File: src/rtl/minmax_window_pkg.sv
// Shared types for the minmax_window streaming statistics block.
// Holds the sample width, the FSM state encoding and the comparator result encoding.
package minmax_window_pkg;

  localparam int DATA_W = 4;
  localparam int CNT_W  = 4;

  typedef enum logic [1:0] {
    EMPTY = 2'd0,
    FILL  = 2'd1,
    DONE  = 2'd2
  } state_e;

  // One-hot compare result, bit order {lt, gt, eq}
  typedef enum logic [2:0] {
    CMP_EQ = 3'b001,
    CMP_GT = 3'b010,
    CMP_LT = 3'b100
  } cmp_e;

  function automatic cmp_e cmp_pack(input logic eq, input logic gt, input logic lt);
    return cmp_e'({lt, gt, eq});
  endfunction

endpackage

File: src/rtl/minmax_window_mag_cmp4.sv
// 4-bit unsigned magnitude comparator; exactly one of the three outputs is high.
module mag_cmp4
  import minmax_window_pkg::*;
(
  input  logic [DATA_W-1:0] a,
  input  logic [DATA_W-1:0] b,
  output logic              a_eq_b,
  output logic              a_gt_b,
  output logic              a_lt_b
);

  always_comb begin
    a_eq_b = (a == b);
    a_gt_b = (a > b);
    a_lt_b = (a < b);
  end

endmodule

File: src/rtl/minmax_window.sv
// Streaming window max/min/max-hit counter over WINDOW unsigned 4-bit samples.
// Two comparators track running max and min; result is held until consumed.
module minmax_window
  import minmax_window_pkg::*;
#(
  parameter int WINDOW = 8  // legal 2..15, keeps count and hits inside 4 bits
) (
  input  logic              clk,
  input  logic              rst_n,
  input  logic              clr,
  input  logic              in_valid,
  output logic              in_ready,
  input  logic [DATA_W-1:0] in_data,
  output logic              res_valid,
  input  logic              res_ready,
  output logic [DATA_W-1:0] res_max,
  output logic [DATA_W-1:0] res_min,
  output logic [CNT_W-1:0]  res_max_hits
);

  localparam logic [CNT_W-1:0] WIN_LAST = CNT_W'(WINDOW);

  state_e              state_q, state_d;
  logic [CNT_W-1:0]    count_q, count_d;
  logic [CNT_W-1:0]    hits_q, hits_d;
  logic [DATA_W-1:0]   max_q, max_d;
  logic [DATA_W-1:0]   min_q, min_d;

  logic a_eq, a_gt, a_lt;
  logic b_eq, b_gt, b_lt;
  cmp_e cmp_max, cmp_min;
  logic accept;

  mag_cmp4 u_cmp_max (
    .a      (in_data),
    .b      (max_q),
    .a_eq_b (a_eq),
    .a_gt_b (a_gt),
    .a_lt_b (a_lt)
  );

  mag_cmp4 u_cmp_min (
    .a      (in_data),
    .b      (min_q),
    .a_eq_b (b_eq),
    .a_gt_b (b_gt),
    .a_lt_b (b_lt)
  );

  assign cmp_max = cmp_pack(a_eq, a_gt, a_lt);
  assign cmp_min = cmp_pack(b_eq, b_gt, b_lt);

  // Handshake flags come from registered state only
  assign in_ready  = (state_q != DONE);
  assign res_valid = (state_q == DONE);
  assign accept    = in_valid & in_ready & ~clr;

  assign res_max      = max_q;
  assign res_min      = min_q;
  assign res_max_hits = hits_q;

  always_comb begin
    state_d = state_q;
    count_d = count_q;
    hits_d  = hits_q;
    max_d   = max_q;
    min_d   = min_q;

    unique case (state_q)
      EMPTY: begin
        if (accept) begin
          max_d   = in_data;
          min_d   = in_data;
          hits_d  = CNT_W'(1);
          count_d = CNT_W'(1);
          state_d = FILL;
        end
      end
      FILL: begin
        if (accept) begin
          count_d = count_q + CNT_W'(1);
          unique case (cmp_max)
            CMP_GT: begin
              max_d  = in_data;
              hits_d = CNT_W'(1);
            end
            CMP_EQ:  hits_d = hits_q + CNT_W'(1);
            default: ;
          endcase
          if (cmp_min == CMP_LT) min_d = in_data;
          if (count_d == WIN_LAST) state_d = DONE;
        end
      end
      DONE: begin
        if (res_ready) state_d = EMPTY;
      end
      default: state_d = EMPTY;
    endcase

    // Abort wins over everything, including a result being taken this cycle
    if (clr) begin
      state_d = EMPTY;
      count_d = '0;
      hits_d  = '0;
      max_d   = '0;
      min_d   = '0;
    end
  end

  always_ff @(posedge clk or negedge rst_n) begin
    if (!rst_n) begin
      state_q <= EMPTY;
      count_q <= '0;
      hits_q  <= '0;
      max_q   <= '0;
      min_q   <= '0;
    end else begin
      state_q <= state_d;
      count_q <= count_d;
      hits_q  <= hits_d;
      max_q   <= max_d;
      min_q   <= min_d;
    end
  end

endmodule

File: config.mk
export PLATFORM = sky130hd
export DESIGN_NAME = minmax_window
export DESIGN_NICKNAME = d
export VERILOG_FILES = /design/src/rtl/minmax_window_pkg.sv /design/src/rtl/minmax_window_mag_cmp4.sv /design/src/rtl/minmax_window.sv
export SDC_FILE = /design/constraint.sdc
export NUM_CORES = 1
export LEC_CHECK = 0
export CORE_MARGIN = 2
export CORE_UTILIZATION = 44
export DETAILED_ROUTE_END_ITERATION = 12
export HOLD_SLACK_MARGIN = 0.15
export PLACE_DENSITY = 0.69
export SYNTH_ARGS = -nofsm -noshare
export SYNTH_HDL_FRONTEND = slang
export SYNTH_SLANG_ARGS = --single-unit
File: constraint.sdc
create_clock -name clk -period 2.6 [get_ports clk]
set_input_delay 0.52 -clock clk [delete_from_list [all_inputs] [get_ports clk]]
set_output_delay 0.52 -clock clk [all_outputs]
set_load 0.05 [all_outputs]
======== After elaboration in Yosys (flattened, before gate mapping) ========
Index checks and enable logic that the tools add are counted.
word-level totals
  register bits after elaboration ......... 18
  logic and storage cells ................. 60
cells by class
  $lt $le $gt $ge ......................... 4
  multiplexer cells ....................... 23
  add/sub/neg operators ................... 2
  bitwise operators ....................... 3
  reduce and logical (&&, ||, !) cells .... 7
  equal/unequal tests ..................... 16
operator list
  kind                                           count
  2-to-1 mux 4 bit                               12
  case mux 4 bit (2 select lines)                5
  AND reduction 4 bit                            4
  != test 3 bit, second input constant           4
  2-to-1 mux 2 bit                               5
  adder 4 x 1 -> 4 bit, second input constant    2
  == test 4 bit                                  2
  greater-than comparator 4 bit                  2
  < comparator 4 bit                             2
  != test 3 x 2 -> 1 bit, second input constant  2
  case mux 2 bit (3 select lines)                1
  == test 4 bit, second input constant           1
  != test 4 x 2 -> 1 bit, second input constant  1
  == test 3 x 1 -> 1 bit, second input constant  1
  == test 3 x 2 -> 1 bit, second input constant  1
  == test 3 bit, second input constant           1
  AND reduction 3 bit                            1
  nonzero test 3 bit                             1
  AND 1 bit                                      2
  == test 2 x 1 -> 1 bit, second input constant  1
  == test 2 bit, second input constant           1
  logical NOT 2 bit                              1
  != test 2 bit, second input constant           1
  NOT 1 bit                                      1

======== Logic depth before layout (Yosys ltp) ========
  word-level depth ........................ 6
  mapped depth ............................ 6

======== Cells and area by module ========
A second synthesis with hierarchy kept.
unflattened totals
  cells, all modules ...................... 148
  area, all modules ....................... 1271.2 um2
by module, submodules not included
  module         cells each  area an instance (um2)  sequential area each (um2)  times used
  minmax_window  116         1013.5                  450.4                       1
  mag_cmp4       16          128.9                   0.0                         2

======== Worst setup path before layout ========
OpenSTA, ideal clock, no wires.
  path kind ............................... flip-flop to flip-flop
  start point ............................. register max_q[2], in the netlist res_max[2]
  end point ............................... register max_q[0], in the netlist res_max[0]
  arrival ................................. 1895 ps
  stages on the path, launching flop included .. 6
  path slack .............................. 580 ps
  required time ........................... 2475 ps
  setup time .............................. 125 ps
  period minus slack after synthesis ...... 2020 ps
  path through ............................ dfrtp_1 inv_1 ha_1 nand4_1 a311o_4 mux2_4
on the way
  word-level cells in the longest chain between the ends .. 4
  elaborated cells on any way between the ends .. 6
  those cells by class .................... order compare: 2; eq/ne: 3; reduce/logical: 1
ends and longest elaborated chain
  what                                                   RTL line                      source
  start: declaration                                     minmax_window.sv:26           logic [DATA_W-1:0] max_q, max_d;
  start signal: assignment                               minmax_window.sv:121          max_q <= max_d;
  greater-than comparator 4 bit (tied with other cells)  minmax_window_mag_cmp4.sv:14  a_gt_b = (a > b);
  == test 3 x 2 -> 1 bit *                               minmax_window.sv:82           unique case (cmp_max)
  != test 3 x 2 -> 1 bit (no source line) *              n/a
  AND reduction 4 bit (no source line) *                 n/a
Every way passes the cells marked *; elsewhere a longest branch is shown, timed or not.
A chain may end at the register's enable or synchronous reset.

======== Worst setup path after layout ========
  start point ............................. register state_q[1]
  end point ............................... output res_valid
on the way
  word-level cells in the longest chain between the ends .. 1
ends and longest elaborated chain
  what                      RTL line              source
  start: declaration        minmax_window.sv:23   state_e state_q, state_d;
  start signal: assignment  minmax_window.sv:118  state_q <= state_d;
  == test 2 bit             minmax_window.sv:55   assign res_valid = (state_q == DONE);
  end: declaration          minmax_window.sv:14   output logic res_valid,
No other way between the ends.

==> reports/qor.yml <==
status: "complete, no violations"
crit_required_ps: 2080
layout_commonest_cell: "clkdlybuf4s50_1"
routed_wl_microns: 2670
drc: 0
cts.repair.resized: 0
wl_met2_microns: 1280
drv_cap: 0
netlist-cell-type-count: 37
rsz0062_at_grt: "no"
mostFrequentLayoutCells: "clkdlybuf4s50_1, dfrtp_1, inv_1"
cts_tree: "done"
p_per_area_mw_per_mm2: 480
drtAntennaViolNets: 0
worst_pin_slew_ps: 827
clk_latency_ps: 300
num_vias: 994
cts_buffers: 3
tns_ps: 0
cp_max_fo: 6
crit_arrival_ps: 1930
grt_usage: 0.189
finalCriticalPeriod_ps: 2450
drt_iter0_drc: 20
cts.clk_slew.worst_paths_ps: 110
pre_cts_slack_ps: 109
skew_ps: 6.71
wire_per_inst_microns: 15.1
diodes: 0
slew_viol_final: 0
firstDrtPassIters: 4
avgViaCountPerCell: 5.62
cp-end-kind: "primary output"
cts_buffer_depth: 2
synthCells: 119
met3_length_microns: 97
slew_headroom: 0.447
power.total_uw: 723
setup_slack_ps: 151
hold_depth: 1
finalWeightedCongestion: 0.808
min_period_over_period: 0.942
grt-ovfl-total: 0
die_x_microns: 56.2
cts-root-buf: "clkbuf_4"
antenna_found_initial: 0
areaGrowthSynthToFinish_pct: 25.8
ioPinCount: 23
avgSynthCellArea_sq_um: 10.1
dieArea_sq_mm: 0.00315
p_leak_uw: 0.000689
drive_above_1_share: 0.177
final_hold_viol_count: 0
port_buffers: 22
die_h_microns: 56.2
grt_pass1_vias: 1036
syn_nets: 138
grt_pass1_wl_microns: 4750
ys_warn_count: 0
top_layer: "met4"
syn_area_sq_mm: 0.00120
grt_max_degree: 19
min_path_type: "reg -> reg"
wl_met1_microns: 1260
nNetsFinal: 167
cts_setup_buffers: 0
cts_max_level: 1
fmax_mhz: 408
initial_core_util: 0.475
ys_seq_area_frac: 0.376
cts-hold-fix-buffers: 0
setup_violations: 0
core_region_area_sq_mm: 0.00252
path_class: "reg -> out"
synth-seq-cells: 18
r2r_cells: 6
num_rows: 18
dp_hpwl_microns: 2060
irDropWorstVdd_mv: 0.304
cts.sinks: 18
worst_setup_path_start_kind: "register"
## layer usage
| layer | up-vias | global-route usage |
|---|---|---|
| met2 | 25 | 0.319 |
| met5 | - | 0 |
| met4 | 0 | 0.0340 |
| met3 | 4 | 0.0535 |
| li1 | 489 | - |
| met1 | 476 | 0.243 |
## report_power, final
| group | leakage [uW] | internal (uW) | total (uW) | switching (uW) |
|---|---|---|---|---|
| Sequential | 0.000238 | 297 | 313 | 15.5 |
| Clock | 0.0000210 | 85.5 | 177 | 91.9 |
| Combinational | 0.000431 | 97.5 | 233 | 135 |
| Total | 0.000689 | 480 | 723 | 243 |
## worst paths after layout
| check | to | slack, ps | from |
|---|---|---|---|
| setup / recovery | res_valid | 150 | state_q[1] |
| setup reg to reg | res_max_hits[1] | 700 | res_max[2] |
| hold / removal | count_q[0] | 530 | count_q[0] |
| max in group asynchronous | res_max[0] | 1400 | rst_n |
| min in group asynchronous | state_q[0] | 680 | rst_n |
| hold reg to reg | count_q[0] | 530 | count_q[0] |
## Yosys cell counts (all sizes together)
library cell / number / area share
and3: 1 / 0.0052
or4b: 1 / 0.0084
buf: 2 / 0.016
and2: 2 / 0.010
nand3b: 1 / 0.0063
dfrtp: 18 / 0.38
a311oi: 1 / 0.0073
nor2b: 4 / 0.021
nand3: 5 / 0.021
nand2b: 3 / 0.016
inv: 13 / 0.041
nor3: 2 / 0.0084
nand2: 4 / 0.013
ha: 10 / 0.10
a211oi: 3 / 0.019
a21o: 1 / 0.0063
a22oi: 1 / 0.0063
and2b: 1 / 0.0073
nor2: 9 / 0.030
o21ai: 4 / 0.017
o21a: 1 / 0.0063
a31o: 2 / 0.015
o211a: 1 / 0.0084
nor3b: 1 / 0.016
a41oi: 1 / 0.0073
a311o: 1 / 0.017
nand4: 3 / 0.016
a31oi: 3 / 0.016
a21oi: 3 / 0.013
o311ai: 1 / 0.0073
o211ai: 4 / 0.025
clkbuf: 1 / 0.0031
mux2: 10 / 0.11
or2b: 1 / 0.0063
## area by class of cell
class	instances	area, sq um
clock buffers	4	36.3
fillers	221	1020
inverters	13	48.8
multi-input cells	85	676
flip-flops and latches	18	450
well taps	30	37.5
repair buffers	27	258
## sequential cells by signal, summed over array words and instances, names as in the netlist
| signal | count |
|---|---|
| res_min | 4 |
| state_q | 2 |
| res_max_hits | 4 |
| count_q | 4 |
| res_max | 4 |
## per-stage QoR
step           hold slack [ps]  instances  area [sq um]  utilization
4_1_cts                    527        177          1510        0.597
6_report                   529        177          1510        0.597
5_1_grt                    564        177          1510        0.597
2_1_floorplan              224        119          1200            -
3_3_place_gp               506        173          1470        0.583
3_5_place_dp               507        173          1470        0.583
## kinds of logic after synthesis
group / count (synthesis) / synth area share
compound gates: 27 / 0.169
fa+ha+maj: 10 / 0.104
buf+inv: 16 / 0.0596
flops: 18 / 0.376
mux: 10 / 0.107
simple gates: 38 / 0.184
## worst max-delay path: stages, from the launching register on
cell and delay [ps]:
dfrtp_1 470, or2b_1 280, inv_1 70, clkdlybuf4s50_1 800
No activity file was read; power rests on OpenSTA's default activity.
==> RTL change 1, RTL diff (config.mk and constraints unchanged) <==
The 3 states of `state_e` get a one-hot encoding in 3 bits.
--- a/src/rtl/minmax_window_pkg.sv
+++ b/src/rtl/minmax_window_pkg.sv
@@ -6,8 +6,8 @@
   localparam int CNT_W  = 4;
 
-  typedef enum logic [1:0] {
-    EMPTY = 2'd0,
-    FILL  = 2'd1,
-    DONE  = 2'd2
+  typedef enum logic [2:0] {
+    EMPTY = 3'b001,
+    FILL  = 3'b010,
+    DONE  = 3'b100
   } state_e;
 
Function: same outputs for any inputs over 10 cycles, from zero or initial values and one cycle with rst_n low; not proved beyond that.
==> RTL change 1 against the unedited design <==
  * Setup slack lost 35 ps
  * Synthesized cell count rose by 3.4%
  * Maximum frequency shrank 1.4%
  * Die area grew 0.30%
  * Area after synthesis up 0.31%
  * Sequential cell count grew 1
  * Utilization up 0.50 points
  * Power rose by 1.1%
  * Worst hold slack lost 34 ps
  * Count of clock-buffer cells in the layout is 1 lower
  * Design area increased by 0.83%
  * Routed wire length fell by 3.4%
  * Critical endpoint is now in_ready
  * Critical path depth did not move
==> RTL change 1: results (changes against the unedited design) <==
Outcome
  • Outcome: completed

Route
  • Initial DRC Count: 19 (-5.0%)
  • Total number of vias: 1020 (+2.6%)
  • DR pass1 iterations: 5 (+1)
  • Vias per std cell: 5.57 (-0.75%)
  • WL final: 2580 um (-3.4%)

GRT
  • Total GRT Usage: 17.8% (-1.2 points)
  • First-pass GRT wire length: 4540 um (-4.5%)
  • Largest net degree at the start of global routing: 20 (+1)

Hold path
  • Worst Hold Path Cells: 1 (unchanged)

Setup path
  • Critical path origin: state_q[0]
  • Reg2reg end: res_max[0]
  • CP max stage delay: 820 ps (+20 ps)
  • RR Startpoint: res_max[1]
  • Arrival time at the worst endpoint: 1960 ps (+30 ps)
  • Reg2Reg Depth: 7 (+1)
  • CP top delay family: buffers and inverters
  • Worst-path maximum fanout: 8 (+2)
  • Critical Path Sink: in_ready
  • Worst reg-to-reg setup slack: 600 ps (-100 ps)

Timing
  • Final setup violation count: 0 (unchanged)
  • Slew @ Worst Pin: 498 ps (-329 ps)
  • Setup Skew: 10.4 ps (+3.67 ps)
  • Hold slack final: 495 ps (-33.5 ps)
  • Setup tns final: 0 ps (unchanged)
  • Period utilization: 95.5% (+1.4 points)

Pwr
  • Comb pwr share: 32.1% (about the same)
  • Pleak: 0.000687 uW (-0.29%)
  • VDD IR-drop max: 0.346 mV (+14%)
  • Clock power frac: 21.6% (-2.9 points)
  • Switching power: 259 uW (+6.9%)
  • Power, Total: 731 uW (+1.1%)

Yosys
  • Gate Count Post-Synth: 123 (+3.4%)
  • Netlist cell types: 42 (+14%)
  • Sequential element share of the synthesized area: 39.7% (+2.1 points)
  • Post-synth net total: 142 (+2.9%)
  • Most instantiated cells after synthesis: dfrtp_1 (18), a21oi_1 (10), ha_1 (10), nand2_1 (10), inv_1 (8)
  • Synth Flop Type: dfrtp_1
  • Complex-gate fraction of the synthesized area: 17.8% (+0.88 points)
  • Synth warnings: 0 (unchanged)
  • Cells taking the most area after synthesis: dfrtp_1 (38%), ha_1 (10%), mux2_2 (6.6%)
  • XOR/XNOR share of the synthesized area: 1.46% (+1.5 points)
  • Mux cell area share after synthesis: 7.50% (-3.2 points)
  • Adder-cell share of the synthesized area: 10.4% (-0.033 points)

Placed design
  • Dpl cell area: 1490 um2 (+1.4%)
  • RePlAce Congestion: 0.794 (-1.7%)
  • HPWL Detailed: 2010 um (-2.2%)
  • Pre-CTS setup slack: -8.04 ps (-117 ps)
  • Placed cell count: 179 (+3.5%)

Finish
  • Final net count: 173 (+3.6%)
  • Layout cells sized above 1: 18.3% (+0.61 points)
  • # diodes: 0 (unchanged)

Clock network
  • CTS Buffer Depth: 2 (unchanged)
  • Worst skew pair latency: 300 ps (about the same)
  • Clock H-tree levels: 1 (unchanged)
[RTL change 1: changes by cell type after synthesis, moves of 3 or more]
cell / delta
o21ai_0: +3
a211oi_1: -3
o211ai_1: -3
inv_1: -5
nand2_1: +6
a21oi_1: +7
mux2_4: -4
[RTL change 1: worst min path at each step]
stage,end,from
finish,res_max_hits[3],res_max_hits[3]
global route,res_max_hits[3],res_max_hits[3]
CTS,res_max_hits[3],res_max_hits[3]
detailed placement,res_max_hits[3],res_max_hits[3]
global placement,res_max_hits[3],res_max_hits[3]
floorplan,count_q[0],rst_n
[RTL change 1: per-layer routing]
layer / global-route usage (%) / routed length, um
met5: 0 / 0
met4: 5.10 / 13
met2: 29.2 / 1210
met3: 2.76 / 99
met1: 24.1 / 1260
[RTL change 1: cell type report]
cell class                 count  area (um2)
clock inverter                 1        5.00
tap                           30        37.5
fill                         228        1000
timing repair buffer          29         273
clock buffer                   3        22.5
multi-input combinational     93         674
sequential                    19         477
inverter                       8        30.0
==> RTL change 2, RTL diff (same settings) <==
Made on the original files. Set the package constant `DATA_W` to 5 (it was 4).
--- a/src/rtl/minmax_window_pkg.sv
+++ b/src/rtl/minmax_window_pkg.sv
@@ -3,5 +3,5 @@
 package minmax_window_pkg;
 
-  localparam int DATA_W = 4;
+  localparam int DATA_W = 5;
   localparam int CNT_W  = 4;
 
Interface: changed (resized in_data, res_max and res_min); port bits go from 23 to 26. The function was not compared with the original's and may differ.
==> RTL change 2 against the unedited design <==
  * Power rose by 1.6%
  * Clock skew fell by 2.1 ps
  * Sequential cell count rose by 2
  * First-iteration DRC count did not move
  * Setup slack improved by 110 ps
  * Design area rose by 6.6%
  * Final cell count rose by 7.3%
  * Routed wire length rose by 0.71%
  * Area after synthesis rose by 4.1%
  * Die area rose by 3.8%
  * Critical endpoint unchanged
  * Highest routed layer unchanged
==> RTL change 2: results (changes against the unedited design) <==
Route
  • DR WL met2: 1300 um (+1.9%)
  • DRC errors left: 0 (unchanged)
  • Highest metal used: met4
  • Total number of vias: 1019 (+2.5%)
  • WL final: 2690 um (+0.71%)
  • Wire length on met1: 1290 um (+2.6%)
  • DR pass1 iterations: 5 (+1)
  • Routed wl met3: 75 um (-23%)

Clock network
  • Clock H-tree levels: 1 (unchanged)
  • Root buf cell: clkbuf_4
  • CTS Buffer Depth: 2 (unchanged)
  • Post-cts sizing count: 0 (unchanged)
  • Reg clk slew, reported paths: 110 ps (about the same)
  • Inserted Clock Buffers: 3 (unchanged)
  • Setup bufs post-CTS: 0 (unchanged)
  • Worst skew pair latency: 290 ps

Finish
  • Layout cells sized above 1: 13.8% (-3.9 points)
  • Final net count: 183 (+9.6%)
  • Fill cells: 248 (+12%)

Pwr
  • VDD IR-drop max: 0.336 mV (+10%)
  • Pleak: 0.000748 uW (+8.5%)

Placed design
  • Dpl cell area: 1580 um2 (+7.7%)
  • Pre-CTS setup slack: -20.0 ps (-129 ps)
  • RePlAce Congestion: 0.806 (-0.22%)
  • HPWL Detailed: 2080 um (+1.1%)
  • Number of I/O port buffers: 25 (+14%)

GRT
  • GRT met3 Usage: 2.72% (-2.6 points)
  • Met2 GRT Util: 28.9% (-3.0 points)
  • Total GRT Usage: 17.7% (-1.2 points)
  • Met1 Track Usage GR: 24.2% (-0.074 points)
  • Initial antenna violation count: 0 (unchanged)
  • First-pass GRT wire length: 4530 um (-4.8%)
  • Largest net degree at the start of global routing: 21 (+2)

Yosys
  • Adder-cell share of the synthesized area: 12.0% (+1.6 points)
  • Cells taking the most area after synthesis: dfrtp_1 (40%), ha_1 (12%), mux2_1 (4.5%)
  • Sequential element share of the synthesized area: 40.2% (+2.5 points)
  • Complex-gate fraction of the synthesized area: 15.6% (-1.4 points)
  • Synth top area share: 40.2% (+2.5 points)
  • Netlist cell types: 35 (-5.4%)
  • XOR/XNOR share of the synthesized area: 0.703% (+0.70 points)
  • Most instantiated cells after synthesis: dfrtp_1 (20), ha_1 (12), inv_1 (11)
  • Post-synth net total: 147 (+6.5%)
  • Mux cell area share after synthesis: 9.04% (-1.6 points)
  • Ys async rst share: 100% (unchanged)

Timing
  • Slew @ Worst Pin: 508 ps (-319 ps)
  • Max Slew Vio Count: 0 (unchanged)
  • Setup Skew: 4.58 ps (-2.13 ps)

Hold path
  • Hold_sp: state_q[1]
  • Worst Hold Path Cells: 1 (unchanged)
  • WHS Endpoint: state_q[0]
  • HP Class: reg2reg

Setup path
  • Reg2reg end: res_max[4]
  • Worst-path maximum fanout: 7 (+1)
  • Worst reg-to-reg setup slack: 630 ps (-70 ps)
  • Critical path origin: state_q[0]
  • RR Startpoint: res_max[1]
  • Reg2Reg Depth: 7 (+1)
  • Arrival time at the worst endpoint: 1820 ps (-110 ps)

Outcome
  • Outcome: completed
## RTL change 2: changes by cell type in the layout (fill, tap and decap cells not counted), sizes merged, moves of 3 or more
cell	delta
a31oi	-3
o211ai	-3
clkdlybuf4s50	+3
a21oi	+4
nand4	-3
## RTL change 2: how the worst max path moves through the flow
stage | to | slack [ps] | depth (start not counted)
after floorplan | res_max[0] | 410 | 7
after global placement | res_min[2] | 30 | 8
after detailed placement | res_min[4] | -20 | 8
after CTS | res_valid | 230 | 3
after global routing | res_min[0] | 180 | 8
final | res_valid | 260 | 3
## RTL change 2: area by class of cell
type,instances,share of cell area [%]
multi-input combinational,93,43.6
sequential,20,31.2
timing repair buffer,32,18.8
inverter,11,2.57
tap,31,2.41
clock buffer,3,1.40
## RTL change 2: cell families (layout without fill, tap and decap cells)
family                   Yosys count  after routing
flip-flops                        20             20
adder cells (fa/ha/maj)           12             12
XOR/XNOR                           1              1
multiplexers                      10             10
buffers and inverters             12             46
AO/OA/AOI/OAI                     26             26
AND/OR/NAND/NOR                   44             44
## RTL change 2: through the flow
step           hold slack, ps  utilization (%)  TNS [ps]  cells
5_1_grt                   560             58.8         0    190
6_report                  533             58.8         0    190
3_5_place_dp              515             57.9     -89.9    187
2_1_floorplan             224                -         0    125
3_3_place_gp              499             57.9         0    187
4_1_cts                   538             58.8         0    190
## RTL change 2: power by group
| part | switching, uW | internal, uW | total, uW |
|---|---|---|---|
| sequential | 17.7 | 330 | 348 |
| clock | 92.3 | 53.9 | 146 |
| combinational | 141 | 99.8 | 241 |
| total | 251 | 484 | 735 |
## RTL change 2: worst max-delay path: stages, from the launching register on
cell	delay [ps]
dfrtp_1	460
nand2b_1	210
inv_1	70
clkdlybuf4s50_1	790
